### src/rtl/pipeline_fetch.sv
// Stage-1 instruction fetch: PC register, 1-cycle synchronous imem read, skid buffer for
// decode stalls and squash-to-bubble on downstream redirects.
module pipeline_fetch #(
    parameter int                        PC_WIDTH     = 16,
    parameter int                        INSTR_WIDTH  = 32,
    parameter int                        OPCODE_WIDTH = 6,
    parameter logic [PC_WIDTH-1:0]       RESET_PC     = '0,
    parameter logic [OPCODE_WIDTH-1:0]   NOP_OPCODE   = '0
) (
    input  logic                   clk_in,
    input  logic                   RST,
    input  logic                   stall,
    input  logic                   redirect_en,
    input  logic [PC_WIDTH-1:0]    redirect_pc,
    output logic                   imem_en,
    output logic [PC_WIDTH-1:0]    imem_addr,
    input  logic [INSTR_WIDTH-1:0] imem_data,
    output logic [INSTR_WIDTH-1:0] instr,
    output logic [PC_WIDTH-1:0]    pc_out,
    output logic                   valid
);

    localparam logic [INSTR_WIDTH-1:0] NOP_WORD =
        {{(INSTR_WIDTH-OPCODE_WIDTH){1'b0}}, NOP_OPCODE};
    localparam logic [PC_WIDTH-1:0] PC_ONE = {{(PC_WIDTH-1){1'b0}}, 1'b1};

    typedef enum logic [1:0] {
        BOOT  = 2'd0,
        RUN   = 2'd1,
        HOLD  = 2'd2,
        FLUSH = 2'd3
    } state_e;

    state_e state_q, state_d;

    logic [PC_WIDTH-1:0]    pc_q;
    logic [PC_WIDTH-1:0]    f_pc_q;
    logic                   f_vld_q;
    logic [INSTR_WIDTH-1:0] skid_instr_q;
    logic [PC_WIDTH-1:0]    skid_pc_q;
    logic                   skid_vld_q;
    logic [INSTR_WIDTH-1:0] instr_q;
    logic [PC_WIDTH-1:0]    pc_out_q;
    logic                   valid_q;

    logic active;
    logic squash;
    logic issue;
    logic load_from_mem;
    logic load_from_skid;
    logic capture_skid;

    always_ff @(posedge clk_in) begin
        if (RST) begin
            state_q <= BOOT;
        end else begin
            state_q <= state_d;
        end
    end

    always_comb begin
        state_d = state_q;
        case (state_q)
            BOOT:        state_d = RUN;
            RUN, FLUSH:  state_d = stall ? HOLD : RUN;
            HOLD:        state_d = stall ? HOLD : RUN;
            default:     state_d = BOOT;
        endcase
        // A redirect beats stall and restarts the bubble window from any live state.
        if (state_q != BOOT && redirect_en) begin
            state_d = FLUSH;
        end
    end

    always_comb begin
        active         = (state_q != BOOT);
        squash         = active & redirect_en;
        issue          = active & ~stall & ~redirect_en;
        load_from_mem  = issue & ((state_q == RUN) | (state_q == FLUSH));
        load_from_skid = issue & (state_q == HOLD);
        capture_skid   = active & stall & ~redirect_en &
                         ((state_q == RUN) | (state_q == FLUSH));
        imem_en        = active & ~stall;
    end

    always_ff @(posedge clk_in) begin
        if (RST) begin
            pc_q         <= RESET_PC;
            f_pc_q       <= '0;
            f_vld_q      <= 1'b0;
            skid_instr_q <= '0;
            skid_pc_q    <= '0;
            skid_vld_q   <= 1'b0;
            instr_q      <= NOP_WORD;
            pc_out_q     <= '0;
            valid_q      <= 1'b0;
        end else if (squash) begin
            pc_q       <= redirect_pc;
            f_vld_q    <= 1'b0;
            skid_vld_q <= 1'b0;
            instr_q    <= NOP_WORD;
            valid_q    <= 1'b0;
        end else begin
            if (issue) begin
                pc_q    <= pc_q + PC_ONE;
                f_pc_q  <= pc_q;
                f_vld_q <= 1'b1;
            end
            if (load_from_mem) begin
                instr_q  <= f_vld_q ? imem_data : NOP_WORD;
                pc_out_q <= f_pc_q;
                valid_q  <= f_vld_q;
            end
            if (load_from_skid) begin
                instr_q    <= skid_vld_q ? skid_instr_q : NOP_WORD;
                pc_out_q   <= skid_pc_q;
                valid_q    <= skid_vld_q;
                skid_vld_q <= 1'b0;
            end
            // The read returning this cycle would be lost once decode stalls, so park it.
            if (capture_skid) begin
                skid_instr_q <= imem_data;
                skid_pc_q    <= f_pc_q;
                skid_vld_q   <= f_vld_q;
                f_vld_q      <= 1'b0;
            end
        end
    end

    assign imem_addr = pc_q;
    assign instr     = instr_q;
    assign pc_out    = pc_out_q;
    assign valid     = valid_q;

endmodule

### config.mk
export PLATFORM = sky130hd
export DESIGN_NAME = pipeline_fetch
export DESIGN_NICKNAME = d
export VERILOG_FILES = /design/src/rtl/pipeline_fetch.sv
export SDC_FILE = /design/constraint.sdc
export NUM_CORES = 1
export LEC_CHECK = 0
export CORE_ASPECT_RATIO = 0.5
export CORE_UTILIZATION = 30
export CTS_BUF_LIST = sky130_fd_sc_hd__clkbuf_8
export DETAILED_ROUTE_END_ITERATION = 8
export HOLD_SLACK_MARGIN = 0.12
export SLEW_MARGIN = 20
export SYNTH_ARGS = -nofsm -noshare
export SYNTH_HDL_FRONTEND = slang
export SYNTH_SLANG_ARGS = --single-unit
### constraint.sdc
create_clock -name clk_in -period 2.1 [get_ports clk_in]
set_input_delay 0.42 -clock clk_in [delete_from_list [all_inputs] [get_ports clk_in]]
set_output_delay 0.42 -clock clk_in [all_outputs]
set_load 0.01 [all_outputs]
==> flow_summary.yaml <==
final_layout:
  drive_gt1_frac: 0.0904
  area_growth_syn_to_layout_pct: 33.1
  multi_input_area_mm2: 0.00252
  n_fill_cell: 1796
  fin_area_mm2: 0.00729
  nets: 803
  layout_common_cells: "nand2_1, dfxtp_1, clkdlybuf4s50_1, a21oi_1, nor2_1"
  final-seq-area_mm2: 0.00266
  layout_commonest_cell: "nand2_1"
  n_antenna_cell: 0
routing:
  drtPass1Iterations: 8
  num_vias: 5015
  drt-total-wl_um: 15300
  ant_nets: 0
  remaining_drc_errors: 5
  drtIter0Drc: 322
  via_per_inst: 5.03
  wl_per_cell_um: 15.3
global_route:
  grt_use_met1: 0.218
  grt_util_met3: 0.0361
  busiest_layer: "met2"
  grt_overflow: 0
  grt_pass1_vias: 4918
  grt.met2_usage: 0.270
  grt_first_pass_wirelength_um: 25000
  antenna_found_initial: 0
  grt_usage: 0.164
  grt_max_degree: 55
placement:
  dp_hpwl_um: 10000
  post-place-ws_ns: -0.190
  placed_area_mm2: 0.00692
  portBuffers: 117
  gp_congestion: 0.806
timing:
  setup_viol: 0
  layout_setup_ws_ns: 0.0735
  rsz0062_at_grt: "no"
  hold_viol_final: 0
  layout_worst_path_cycle_share: 0.965
  worst_pin_slew_ns: 1.02
  fin_crit_ns: 2.03
  drv_slew: 0
  slew_headroom: 0.317
  fin_skew_ns: 0.0160
  fmax_mhz: 493
setup_path:
  end_kind: "primary output"
  cp_max_fo: 9
  crit_family: "buffers and inverters"
  worstPathRequired_ns: 1.68
  start_kind: "flop"
  worst_path_largest_cell_delay_ns: 0.61
  crit_chain: "clkdlybuf4s50_1"
  path_class: "reg -> out"
  slowest_stage: "clkdlybuf4s50_1"
  arrival_ns: 1.61
  cp.buffers_inverters: 1
power_and_ir_drop:
  peakVddDrop_v: 0.000395
  intPower_w: 0.00384
  clockPowerShare: 0.369
  p_leak_nw: 2.48
  power_density_mw_per_mm2: 742
  pwr-share-comb: 0.130
  p_seq_frac: 0.501
  swShare: 0.291
  power_switching_w: 0.00157
die:
  fp.dieArea_mm2: 0.0188
  core.rowCount: 34
  fp.dieW_um: 193
  ioPinCount: 118
  initial_core_util: 0.311
  dieHeight_um: 97.5
  placeableCoreArea_mm2: 0.0176
yosys:
  synth_fp_nets: 703
  synth_cell_types: 53
  ys_ff_latch: 133
  synth_edf_count: 0
  synth_area_leader_cell: "dfxtp_1"
  yosys_warnings: 0
  synth.cell_area_mm2: 0.00547
  avgSynthCellArea_um2: 8.42
  synthCells: 650
  ys_top_cells_by_area: "dfxtp_1, nand2_1, a21oi_1, a221oi_1, nor2_1"
  ys_seq_area_frac: 0.486
  ys.flop_type: "dfxtp_1"
  synthArstFlopShare: 0
  yosys.area.top_type_share: 0.486
status:
  violations: "DRC"
  status: "complete, but fails checks"
clock_network:
  clkLatencyLatePin_ns: 0.42
  root_buffer: "clkbuf_8"
  clock_sinks: 133
  hold_buffers: 0
  post_cts_buffers: 0
  cts_inserted_buffers: 17
  clkTransAtPathRegs_ns: 0.09
  htreeDepth: 4
  cts_tree: "built"
  cts_buffer_depth: 2
hold_path:
  min-delay-path-class: "in -> reg"
flow_run:
  cap_violations: 0
[path summary, 6_finish.rpt]
path	slack, ns	cells past startpoint	endpoint	startpoint
setup / recovery	0.07	1	imem_addr[2]	imem_addr[2]
hold / removal	0.31	2	f_pc_q[9]	RST
hold reg to reg	0.46	2	skid_pc_q[0]	skid_pc_q[0]
setup reg to reg	0.30	5	imem_addr[10]	imem_addr[1]
[state kept, by name, indices dropped and copies added, names as in the netlist]
name	cells
state_q	2
skid_vld_q	1
imem_addr	16
skid_instr_q	32
skid_pc_q	16
valid	1
f_pc_q	16
f_vld_q	1
instr	32
pc_out	16
[power by group through the flow]
stage / registers (W) / clock network [W] / logic [W]
after floorplan: 0.00277 / 0 / 0.000322
after CTS: 0.00271 / 0.00206 / 0.000711
after detailed placement: 0.00276 / 0 / 0.000708
after global routing: 0.00272 / 0.00219 / 0.000767
final: 0.00271 / 0.00200 / 0.000704
after global placement: 0.00276 / 0 / 0.000701
[stage by stage]
| step | hold slack (ns) | total power (W) | cells | TNS [ns] | util |
|---|---|---|---|---|---|
| finish | 0.309 | 0.00541 | 997 | 0 | 0.414 |
| global route | 0.290 | 0.00568 | 997 | 0 | 0.414 |
| CTS | 0.286 | 0.00547 | 997 | 0 | 0.414 |
| detailed placement | 0.446 | 0.00347 | 965 | -6.89 | 0.393 |
| global placement | 0.441 | 0.00346 | 965 | -5.55 | 0.393 |
| floorplan | 0.436 | 0.00309 | 650 | 0 | - |
[layout make-up]
cell class | count | area share
inverter | 3 | 0.00155
clock buffer | 17 | 0.0321
clock inverter | 15 | 0.0182
sequential | 133 | 0.366
timing repair buffer | 139 | 0.197
tap | 234 | 0.0402
multi-input combinational | 456 | 0.346
[cell usage after synthesis, drive strengths merged (4+ instances only)]
master,number
a21oi,74
nor2,60
clkbuf,26
buf,32
a211oi,17
nand4,6
o21ai,40
a22oi,10
and3,5
a221oi,33
o22ai,4
nand2,139
dfxtp,133
mux2i,16
[repair_timing]
action,CTS,global route
resized for setup,1,0
hold endpoints to repair,0,0
endpoints found under the setup margin,1,0
[routing by layer]
| layer | vias up | share of wire |
|---|---|---|
| met3 | 7 | 0.048 |
| met5 | - | 0 |
| met2 | 112 | 0.47 |
| met4 | 0 | 0.0064 |
| met1 | 2398 | 0.48 |
| li1 | 2498 | - |
[kinds of logic after synthesis]
kind of cell | Yosys count | share of synthesized area
and+or+nand+nor | 241 | 0.193
AOI/OAI and AO/OA | 194 | 0.225
DFF | 133 | 0.486
buffers and inverters | 61 | 0.0576
muxes | 16 | 0.0293
xor gates and xnor gates | 4 | 0.00640
adders and majority gates | 1 | 0.00229
No activity file was read; power rests on OpenSTA's default activity.
